## config.mk

```make
export PLATFORM = sky130hd
export DESIGN_NAME = cpu_state_sequencer
export DESIGN_NICKNAME = d
export VERILOG_FILES = /design/src/rtl/cpu_state_sequencer.sv
export SDC_FILE = /design/constraint.sdc
export NUM_CORES = 1
export LEC_CHECK = 0
export CORE_MARGIN = 1.5
export CORE_UTILIZATION = 40
export CTS_CLUSTER_DIAMETER = 40
export DETAILED_ROUTE_END_ITERATION = 16
export GPL_ROUTABILITY_DRIVEN = 0
export GPL_TIMING_DRIVEN = 0
export PLACE_DENSITY = 0.76
export SETUP_SLACK_MARGIN = 0.4
export SLEW_MARGIN = 10
export SYNTH_ARGS = -nofsm -noshare
export SYNTH_HDL_FRONTEND = slang
export SYNTH_SLANG_ARGS = --single-unit
```

## constraint.sdc

```tcl
create_clock -name clk -period 4.7 [get_ports clk]
set_input_delay 0.47 -clock clk [delete_from_list [all_inputs] [get_ports clk]]
set_output_delay 0.47 -clock clk [all_outputs]
set_load 0.05 [all_outputs]
```

## src/rtl/cpu_state_sequencer.sv

```systemverilog
// Multicycle FETCH/LOAD/MEM/EXEC/HALT sequencer for the bus-based MIPS core.
// Owns the instruction register, the load-data latch and the retired-instruction counter.
module cpu_state_sequencer #(
    parameter logic [31:0] HALT_ADDR = 32'h0000_0000,
    parameter int          COUNT_W   = 32
) (
    input  logic               clk,
    input  logic               reset,
    input  logic               waitrequest,
    input  logic [31:0]        readdata,
    input  logic [31:0]        pc_next,
    input  logic               multdiv_busy,
    output logic [2:0]         state,
    output logic [31:0]        instr,
    output logic [31:0]        mem_data,
    output logic               ir_write_en,
    output logic               pc_write_en,
    output logic               active,
    output logic [COUNT_W-1:0] instr_count
);

    typedef enum logic [2:0] {
        S_FETCH = 3'd0,
        S_LOAD  = 3'd1,
        S_MEM   = 3'd2,
        S_EXEC  = 3'd3,
        S_HALT  = 3'd4
    } state_t;

    state_t             state_q, state_d;
    logic [31:0]        instr_q, instr_d;
    logic [31:0]        mem_data_q, mem_data_d;
    logic [COUNT_W-1:0] count_q, count_d;

    logic [5:0] opcode;
    logic       is_load;
    logic       mem_op;

    assign opcode  = instr_q[31:26];
    assign is_load = (opcode >= 6'd32) && (opcode <= 6'd38);
    assign mem_op  = is_load || (opcode == 6'd40) || (opcode == 6'd41) || (opcode == 6'd43);

    always_ff @(posedge clk or negedge reset) begin
        if (!reset) begin
            state_q    <= S_FETCH;
            instr_q    <= '0;
            mem_data_q <= '0;
            count_q    <= '0;
        end else begin
            state_q    <= state_d;
            instr_q    <= instr_d;
            mem_data_q <= mem_data_d;
            count_q    <= count_d;
        end
    end

    // Strobes are only raised on the cycle a stage actually completes, so a
    // stalled FETCH or EXEC never produces a partial capture or PC update.
    always_comb begin
        state_d     = state_q;
        instr_d     = instr_q;
        mem_data_d  = mem_data_q;
        count_d     = count_q;
        ir_write_en = 1'b0;
        pc_write_en = 1'b0;
        case (state_q)
            S_FETCH: begin
                if (!waitrequest) begin
                    ir_write_en = 1'b1;
                    instr_d     = readdata;
                    state_d     = S_LOAD;
                end
            end
            S_LOAD: begin
                state_d = S_MEM;
            end
            S_MEM: begin
                if (!(mem_op && waitrequest)) begin
                    if (is_load) begin
                        mem_data_d = readdata;
                    end
                    state_d = S_EXEC;
                end
            end
            S_EXEC: begin
                if (!multdiv_busy) begin
                    pc_write_en = 1'b1;
                    count_d     = count_q + {{(COUNT_W-1){1'b0}}, 1'b1};
                    state_d     = (pc_next == HALT_ADDR) ? S_HALT : S_FETCH;
                end
            end
            S_HALT: begin
                state_d = S_HALT;
            end
            default: begin
                state_d = S_FETCH;
            end
        endcase
    end

    assign state       = state_q;
    assign instr       = instr_q;
    assign mem_data    = mem_data_q;
    assign instr_count = count_q;
    assign active      = (state_q != S_HALT);

endmodule

```

# Yosys cells after proc, flatten, opt, wreduce, memory -nomap -nowiden
# Index checks and enable logic that the tools add are counted.
[totals] register_bits=99 output_inout_bits=102
[op_classes] addsub=1 order_cmp=2 n_eq_ne=11 mux=9 bitwise_logic=3 n_reduce_logical=11
[ops] op="adder 32 x 1 -> 32 bit, second input constant" count=1
[ops] op="zero test 32 bit" count=1
[ops] op="== test 6 bit, second input constant" count=3
[ops] op="one-hot mux 3 bit (5 select lines)" count=1
[ops] op="two-way mux 3 bit" count=4
[ops] op="== test 3 x 2 -> 1 bit, second input constant" count=2
[ops] op=">= comparator 6 bit, second input constant" count=1
[ops] op="less-or-equal comparator 6 bit, second input constant" count=1
[ops] op="!= test 2 bit, second input constant" count=3
[ops] op="AND reduction 3 bit" count=2
[ops] op="two-way mux 1 bit" count=4
[ops] op="AND reduction 2 bit" count=2
[ops] op="== test 3 x 1 -> 1 bit, second input constant" count=1
[ops] op="== test 3 bit, second input constant" count=1
[ops] op="zero test 3 bit" count=1
[ops] op="logical OR 1 bit" count=3
[ops] op="!= test 3 bit, second input constant" count=1
[ops] op="NOT 1 bit" count=3
[ops] op="logical AND 1 bit" count=2

# Logic depth before layout (Yosys ltp)
# Gate-level depths: netlist of the first run.
[logic_depth] word_depth=8 depth_mapped=6 mapped_depth_nobuf=5

# Worst setup path after synthesis of the first run
# Ideal clock, no wire load.
[synth_path] kind="flip-flop to flip-flop" startpoint="register state_q[0] (netlist: state[0])" endpoint="register count_q[1] (netlist: instr_count[1])" setup_ns=0.125 arrival_ns=2.182 t_required_ns=4.575 path_slack_ns=2.393 path_stages_with_launch=6 path_buffers=2 path_cell_list="dfrtp_1 -> clkbuf_2 -> and3b_1 -> nor2b_1 -> clkbuf_1 -> mux2_2"
[synth_between] elab_chain_len=2
[synth_rtl] item="start: declaration" line="30" rtl="state_t state_q, state_d;"
[synth_rtl] item="start signal: assignment" line="50" rtl="state_q <= state_d;"
[synth_rtl] item="== test 3 x 2 -> 1 bit" line="66" rtl="case (state_q)"
[synth_rtl] item="AND reduction 2 bit (no line)"
[synth_rtl] item="end signal: assignment" line="53" rtl="count_q <= count_d;"
[synth_rtl] item="end: declaration" line="33" rtl="logic [COUNT_W-1:0] count_q, count_d;"
# No other way between the ends.
# A chain may end at the register's enable or synchronous reset.

# Worst setup path after layout of the first run
[layout_path] startpoint="register state_q[0] (netlist: state[0])" endpoint="output port ir_write_en"
[layout_between] elab_chain_len=2
[layout_rtl] item="zero test 3 bit" line="66"
[layout_rtl] item="two-way mux 1 bit" line="66"
[layout_rtl] item="end: declaration" line="16" rtl="output logic ir_write_en,"
# No other way between the ends.

==> impl_metrics.env, run 1 <==
export IMPL_synth_distinct_cells=35
export IMPL_cts_resized=0
export IMPL_crit_path_max_incr_delay_ns=0.85
export IMPL_grtUsageTotal=0.1850
export IMPL_multi_input_area_um2=1563
export IMPL_cp_max_fo=10
export IMPL_p_per_area_nw_per_um2=686.0
export IMPL_clk_pin_slew_worst_paths_ns=0.09
export IMPL_final_cell_mix="clkdlybuf4s50_1 (168), dfrtp_1 (99), mux2_2 (64)"
export IMPL_synthArstFlopShare=1.000
export IMPL_rows=36
export IMPL_worst_slew_pin_transition_ns=0.6360
export IMPL_fin_nets=543
export IMPL_clk_latency_ns=0.35
export IMPL_num_io_pins=170
export IMPL_die_h_um=104.2
export IMPL_syn_to_final_growth_pct=51.42
export IMPL_synth_ff_type="dfrtp_1"
export IMPL_period_needed_ns=3.037
export IMPL_p_leak_nw=2.584
export IMPL_synth_seq_cells=99
export IMPL_cts_sinks=99
export IMPL_ys_warn_count=0
export IMPL_hpwlAfterDp_um=7376
export IMPL_crit_type="flop to output pin"
export IMPL_avgSynthCellArea_um2=13.99
export IMPL_max_slew_margin=0.5760
export IMPL_cp_start_kind="flop"
export IMPL_grt_pass1_vias=3229
export IMPL_syn_nets=362
export IMPL_hold_class="input port to asynchronous set/reset pin"
export IMPL_instances_no_fill=611
export IMPL_numCtsBuffers=9
export IMPL_regArea_um2=2477
export IMPL_max_freq_mhz=329.3
export IMPL_path_buf_inv=3
export IMPL_syn_inst=293
export IMPL_drt_wl_total_um=9615
export IMPL_outcome="finished clean"
export IMPL_tns_ns=0
export IMPL_ir_worst_vdd_v=0.0004655
export IMPL_design_die_area_um2=10870
export IMPL_first_pass_iters=4
export IMPL_critPathSlowestCell="clkdlybuf4s50_1"
export IMPL_post_cts_buffers=0
export IMPL_cts_max_level=3
export IMPL_drtAntennaViolNets=0
export IMPL_n_antenna_cell=0
export IMPL_cts_root_buf="clkbuf_8"
export IMPL_fin_worst_skew_ns=0.01347
export IMPL_crit_family="buffers and inverters"
export IMPL_drc_errors=0
export IMPL_grt_pass1_wl_um=16040
export IMPL_antenna_found_initial=0
export IMPL_grt_overflow_total=0
export IMPL_grt_max_degree=52
export IMPL_worstPathRequired_ns=4.23
export IMPL_nFillCells=781
export IMPL_setup_viol=0
export IMPL_vias=3068
export IMPL_drtIter0Drc=65
export IMPL_critical_path_arrival_ns=2.57
export IMPL_power_mw=4.259
export IMPL_synth_seq_area_share=0.6042
export IMPL_synth_area_um2=4100
export IMPL_fin_crit_sh=0.6461
export IMPL_final_common_cell="clkdlybuf4s50_1"
export IMPL_finalHoldViolCount=0
export IMPL_start_util=0.4157
export IMPL_ctsHoldBuffers=0
export IMPL_critPathCaptureType="output pin"
export IMPL_post_place_cells=596
export IMPL_port_buffers=169
export IMPL_drive_gt1_frac=0.2029
export IMPL_core_um2=9864
export IMPL_rsz0062_at_grt="false"
export IMPL_cts_tree="built"
export IMPL_routed_via_density=5.021
export IMPL_maxCapViolCount=0
export IMPL_synth_edf_count=0
export IMPL_die_w_um=104.2
export IMPL_cts_buffer_depth=2
export IMPL_maxSlewViolCount=0
export IMPL_path_cells="clkbuf_2 > nor4_4 > buf_2 > clkdlybuf4s50_1"
export IMPL_routedWlPerCell_um=15.74
[per-stage QoR]
step	utilization	hold slack [ns]	instance area [um2]	setup slack (ns)
2_1_floorplan	-	0.1744	4100	2.393
4_1_cts	0.6294	0.1439	6208	1.607
3_3_place_gp	0.6040	0.4666	5958	-0.4758
5_1_grt	0.6294	0.1692	6208	1.536
3_5_place_dp	0.6065	0.4740	5983	1.700
6_report	0.6294	0.1261	6208	1.663
[area by class of cell]
type	instances	area share
clock inverters	4	0.01189
flip-flops and latches	99	0.3990
plain buffers	11	0.009069
clock buffers	11	0.02439
well taps	133	0.02680
multi-input cells	182	0.2517
repair buffers	170	0.2765
inverters	1	0.0006046
[metal layers]
layer,vias to the layer above,track usage,wire length (um)
li1,1420,-,-
met1,1526,0.2345,4031
met2,106,0.2919,4678
met3,16,0.06391,715
met4,0,0.07143,189
met5,-,0,0
[sequential cells by signal, summed over array words and instances, names as in the netlist]
signal	count
instr_count	32
state	3
mem_data	32
instr	32
[power breakdown]
part	switching, mW	internal, mW	total, mW	leakage [nW]
clock	0.274	0.326	0.600	0.115
combinational	1.45	0.854	2.31	1.21
sequential	0.196	1.15	1.35	1.26
total	1.92	2.34	4.26	2.58
[Yosys cell counts, types with 2 or more instances]
| master | instances | area [um2] |
|---|---|---|
| nor3b_1 | 2 | 15.01 |
| nor2_1 | 7 | 26.28 |
| dfrtp_1 | 99 | 2477 |
| buf_2 | 7 | 35.03 |
| nor4_1 | 9 | 56.30 |
| nand4_1 | 16 | 100.1 |
| xnor2_1 | 26 | 227.7 |
| mux2_2 | 64 | 720.7 |
| and4_1 | 2 | 17.52 |
| nor3_1 | 3 | 15.01 |
| or3_1 | 2 | 12.51 |
| and3_1 | 2 | 12.51 |
| nand2_1 | 13 | 48.80 |
| nand3_1 | 14 | 70.07 |
| clkbuf_2 | 2 | 10.01 |
| xor2_1 | 5 | 43.79 |
| nor4_4 | 2 | 42.54 |
[final timing paths]
check                                start               to  cells past startpoint  slack (ns)
max in group asynchronous            reset     mem_data[12]                      2        3.90
max                               state[0]      ir_write_en                      4        1.66
min reg2reg                instr_count[31]  instr_count[31]                      1        0.48
min in group clk           instr_count[31]  instr_count[31]                      1        0.48
min                                  reset   instr_count[2]                      1        0.13
max reg2reg                 instr_count[0]  instr_count[22]                      5        2.80
[logic make-up after synthesis]
| group | share of synthesized area |
|---|---|
| buffers and inverters | 0.01465 |
| flip-flops | 0.6042 |
| AO/OA/AOI/OAI | 0.008239 |
| adder cells (fa/ha/maj) | 0.003051 |
| AND/OR/NAND/NOR | 0.1251 |
| XOR/XNOR | 0.06622 |
| multiplexers | 0.1785 |
No activity file was read; power rests on OpenSTA's default activity.
==> run 2: changes to the inputs <==
- clock period: 4.7 -> 3 ns (I/O delays scaled with it)
==> impl_metrics.env, run 2 (same netlist as run 1, synthesis figures left out) <==
export IMPL_outcome="finished clean"
export IMPL_clk_pin_slew_worst_paths_ns=0.09
export IMPL_instances_no_fill=612
export IMPL_timing_hold_ws_ns=0.4836
export IMPL_cp_start_kind="flop"
export IMPL_drt_wl_total_um=9625
export IMPL_pwr_share_clk=0.141
export IMPL_critical_path_arrival_ns=2.13
export IMPL_rsz0062_at_grt="false"
export IMPL_hpwlAfterDp_um=7376
export IMPL_power_frac_seq=0.317
export IMPL_met3_usage=0.06328
export IMPL_holdCritStartpoint="instr_count[31]"
export IMPL_post_place_cells=596
export IMPL_clk_latency_ns=0.35
export IMPL_grtUsageTotal=0.1850
export IMPL_grt_pass1_vias=3235
export IMPL_max_slew_margin=0.5749
export IMPL_design_die_area_um2=10870
export IMPL_dpl_cell_area_um2=5983
export IMPL_p_per_area_nw_per_um2=1074
export IMPL_grt_overflow_total=0
export IMPL_grt_busiest_layer="met2"
export IMPL_cts_max_level=3
export IMPL_reg2reg_from="state[0]"
export IMPL_first_pass_iters=4
export IMPL_maxSlewViolCount=0
export IMPL_hold_class="flop to flop"
export IMPL_n_antenna_cell=0
export IMPL_drc_errors=0
export IMPL_p_comb_frac=0.541
export IMPL_antenna_found_initial=0
export IMPL_cts_tree="built"
export IMPL_grt_max_degree=52
export IMPL_r2r_end="instr[11]"
export IMPL_switchingPower_mw=3.015
export IMPL_core_um2=9864
export IMPL_crit_type="flop to output pin"
export IMPL_maxCapViolCount=0
export IMPL_power_internal_mw=3.655
export IMPL_max_freq_mhz=410.7
export IMPL_grt_pass1_wl_um=16040
export IMPL_period_needed_ns=2.435
export IMPL_finalHoldViolCount=0
export IMPL_fin_nets=544
export IMPL_routed_via_density=5.028
export IMPL_vias=3077
export IMPL_cts_sinks=99
export IMPL_setup_ws_ns=0.5654
export IMPL_routedWlPerCell_um=15.73
export IMPL_fin_area_um2=6213
export IMPL_rows=36
export IMPL_final_common_cell="clkdlybuf4s50_1"
export IMPL_final_util=0.6299
export IMPL_fin_worst_skew_ns=0.01348
export IMPL_crit_path_start="state[2]"
export IMPL_num_io_pins=170
export IMPL_worst_slew_pin_transition_ns=0.6377
export IMPL_fin_crit_sh=0.8115
export IMPL_drive_gt1_frac=0.2046
export IMPL_use_met1=0.2349
export IMPL_drtAntennaViolNets=0
export IMPL_rr_worst_depth=4
export IMPL_numCtsBuffers=9
export IMPL_syn_to_final_growth_pct=51.54
export IMPL_p_leak_nw=2.591
export IMPL_cts_buffer_depth=2
export IMPL_final_cell_mix="clkdlybuf4s50_1 (166), dfrtp_1 (99), mux2_2 (64)"
export IMPL_switching_share=0.4520
export IMPL_die_w_um=104.2
export IMPL_setup_viol=0
export IMPL_cts_root_buf="clkbuf_8"
export IMPL_place_ws_ns=0.3395
export IMPL_critPathCaptureType="output pin"
export IMPL_ir_worst_vdd_v=0.0007293
export IMPL_drtIter0Drc=54
export IMPL_endpoint="pc_write_en"
export IMPL_worstPathRequired_ns=2.70
export IMPL_r2r_slack_ns=1.11
export IMPL_cp_max_fo=8
export IMPL_grt_met2_usage=0.2919
export IMPL_start_util=0.4157
export IMPL_port_buffers=169
export IMPL_die_h_um=104.2
==> run 2: changes by cell type in the layout (fill, tap and decap cells not counted), sizes merged <==
cell / change
clkdlybuf4s50: -2
dlygate4sd3: +1
clkdlybuf4s15: +1
clkbuf: +1
==> run 2: how the worst min path moves through the flow <==
stage | end | depth (start not counted)
after CTS | instr_count[31] | 1
final | instr_count[31] | 1
after global routing | instr_count[31] | 1
after global placement | instr[5] | 1
after detailed placement | instr_count[8] | 1
after floorplan | instr[0] | 0
==> run 2: area by class of cell <==
type / instances / area (um2)
fillers: 781 / 3651
multi-input cells: 182 / 1563
inverters: 1 / 3.754
clock inverters: 4 / 73.82
flip-flops and latches: 99 / 2477
repair buffers: 171 / 1722
plain buffers: 11 / 56.30
clock buffers: 11 / 151.4
well taps: 133 / 166.4
==> run 2: through the flow <==
step	power [mW]	setup TNS, ns
2_1_floorplan	4.469	0
3_3_place_gp	5.713	-198.06
3_5_place_dp	5.784	0
4_1_cts	6.744	0
5_1_grt	6.967	0
6_report	6.670	0
==> run 2: critical path, cell delays in order (launching register included) <==
cell and delay, ns:
dfrtp_1 0.38, clkbuf_2 0.18, and3b_1 0.31, nor2b_1 0.14, clkbuf_1 0.24, clkdlybuf4s15_1 0.54
==> run 2: repair_timing <==
item | in CTS | in global routing
hold buffers | 1 | 0
setup endpoints to repair | 2 | 2
endpoints found under the hold margin | 48 | 0
resized for setup | 2 | 3
buffers inserted | 0 | 0
pin swaps | 0 | 0
==> run 2: layer usage <==
layer | wire length, um | part of all wire
met1 | 4031 | 0.42
met2 | 4688 | 0.49
met3 | 716 | 0.074
met4 | 189 | 0.020
met5 | 0 | 0
==> run 2: power groups by stage <==
stage                     sequential [mW]  combinational, mW  clock, mW
after floorplan                      3.79              0.684          0
after global placement               2.11               3.60          0
final                                2.12               3.61      0.942
after detailed placement             2.15               3.64          0
after global routing                 2.19               3.76       1.02
after CTS                            2.12               3.65      0.974
==> run 3: changes to the inputs <==
- clock period: 3 -> 2.24 ns (I/O delays scaled with it)
==> impl_metrics.env, run 3 (same netlist as run 1, synthesis figures left out) <==
export IMPL_cts_root_buf="clkbuf_8"
export IMPL_switchingPower_mw=4.100
export IMPL_hold_class="input port to asynchronous set/reset pin"
export IMPL_grt_max_degree=56
export IMPL_rows=36
export IMPL_clk_latency_ns=0.36
export IMPL_vias=3067
export IMPL_maxSlewViolCount=0
export IMPL_path_buf_inv=1
export IMPL_critPathCaptureType="output pin"
export IMPL_fin_worst_skew_ns=0.01466
export IMPL_drtAntennaViolNets=0
export IMPL_switching_share=0.4595
export IMPL_outcome="finished clean"
export IMPL_drtIter0Drc=113
export IMPL_pwr_share_clk=0.131
export IMPL_max_slew_margin=0.6047
export IMPL_first_pass_iters=4
export IMPL_rsz0062_at_grt="true"
export IMPL_final_util=0.6423
export IMPL_final_cell_mix="clkdlybuf4s50_1 (133), dfrtp_1 (90), mux2_2 (64)"
export IMPL_grt_pass1_vias=3246
export IMPL_cts_sinks=99
export IMPL_crit_family="buffers and inverters"
export IMPL_maxCapViolCount=0
export IMPL_numCtsBuffers=9
export IMPL_ir_worst_vdd_v=0.0009363
export IMPL_power_frac_seq=0.319
export IMPL_setup_ws_ns=0.4516
export IMPL_cts_max_level=3
export IMPL_cts_tree="built"
export IMPL_grt_pass1_wl_um=16380
export IMPL_crit_type="flop to output pin"
export IMPL_cp_max_fo=5
export IMPL_port_buffers=169
export IMPL_setup_viol=0
export IMPL_place_ws_ns=-0.1284
export IMPL_rr_worst_depth=4
export IMPL_period_needed_ns=1.788
export IMPL_core_um2=9864
export IMPL_grt_overflow_total=0
export IMPL_worst_slew_pin_transition_ns=0.5930
export IMPL_hpwlAfterDp_um=7366
export IMPL_p_per_area_nw_per_um2=1409
export IMPL_path_cells="clkdlybuf4s50_1"
export IMPL_regArea_um2=2489
export IMPL_die_h_um=104.2
export IMPL_cts_buffer_depth=2
export IMPL_worstPathRequired_ns=2.02
export IMPL_p_comb_frac=0.550
export IMPL_critical_path_arrival_ns=1.56
export IMPL_crit_path_max_incr_delay_ns=0.81
export IMPL_clk_pin_slew_worst_paths_ns=0.09
export IMPL_dpl_cell_area_um2=6005
export IMPL_n_antenna_cell=0
export IMPL_start_util=0.4157
export IMPL_fin_crit_sh=0.7984
export IMPL_multi_input_area_um2=1572
export IMPL_routedWlPerCell_um=16.16
export IMPL_syn_to_final_growth_pct=54.53
export IMPL_cp_start_kind="flop"
export IMPL_fin_area_um2=6336
export IMPL_power_internal_mw=4.824
export IMPL_fin_nets=554
export IMPL_antenna_found_initial=0
export IMPL_max_freq_mhz=559.2
export IMPL_die_w_um=104.2
export IMPL_nFillCells=747
export IMPL_drc_errors=0
export IMPL_design_die_area_um2=10870
export IMPL_critPathSlowestCell="clkdlybuf4s50_1"
export IMPL_grtUsageTotal=0.1903
export IMPL_tns_ns=0
export IMPL_crit_cells=1
export IMPL_finalHoldViolCount=0
export IMPL_p_leak_nw=2.905
export IMPL_num_io_pins=170
export IMPL_drive_gt1_frac=0.2510
export IMPL_drt_wl_total_um=10070
export IMPL_routed_via_density=4.923
export IMPL_final_common_cell="clkdlybuf4s50_1"
==> run 3: changes by cell type in the layout (fill, tap and decap cells not counted), moves of 2 or more <==
cell             change
clkdlybuf4s50_1     -33
dlygate4sd2_1       +18
dlymetal6s2s_1      +14
buf_4               +13
dfrtp_1              -9
dfrtp_2              +9
buf_2                -3
clkbuf_2             -3
buf_8                +2
clkbuf_4             +2
clkinvlp_4           +2
==> run 3: timing repair <==
action                                 CTS  global route
setup buffers                            5             5
pin swaps                                3             1
endpoints found under the hold margin   44             0
hold buffers                             1             0
setup endpoints to repair               78            45
gates resized for setup                 38            23
==> run 3: stage by stage <==
stage	power [mW]	hold slack (ns)	cells
final	8.925	0.4109	623
after floorplan	6.003	-0.07159	293
after detailed placement	7.761	0.2673	596
after global routing	9.297	0.4812	623
after CTS	8.969	0.4278	618
after global placement	7.670	0.4639	595
==> run 3: layer usage <==
layer	vias to the layer above	track usage	wire length (um)
li1	1432	-	-
met1	1501	0.2395	4346
met2	116	0.3037	4816
met3	18	0.06767	744
met4	0	0.06746	157
met5	-	0	0
==> run 3: final cells by class <==
| class | instances | area share |
|---|---|---|
| Sequential cell | 99 | 0.3928 |
| Timing Repair Buffer | 181 | 0.2869 |
| Multi-Input combinational cell | 182 | 0.2480 |
| Tap cell | 133 | 0.02626 |
| Clock buffer | 11 | 0.02231 |
| Buffer | 11 | 0.01323 |
| Clock inverter | 5 | 0.009874 |
| Inverter | 1 | 0.0005924 |
==> run 3: path summary, 6_finish.rpt <==
path | end | start | slack (ns)
min in group clk | instr_count[9] | instr_count[9] | 0.49
worst max register to register | instr[15] | state[1] | 0.50
worst min-delay path | instr_count[2] | reset | 0.41
worst min register to register | instr_count[9] | instr_count[9] | 0.49
max in group asynchronous | instr[16] | reset | 1.17
worst max-delay path | instr_count[7] | instr_count[7] | 0.45
==> run 3: power groups by stage <==
| stage | sequential, mW | combinational (mW) | clock, mW |
|---|---|---|---|
| after floorplan | 5.08 | 0.925 | 0 |
| after global placement | 2.84 | 4.83 | 0 |
| after detailed placement | 2.88 | 4.88 | 0 |
| after CTS | 2.85 | 4.91 | 1.20 |
| after global routing | 2.94 | 5.09 | 1.28 |
| final | 2.85 | 4.90 | 1.17 |
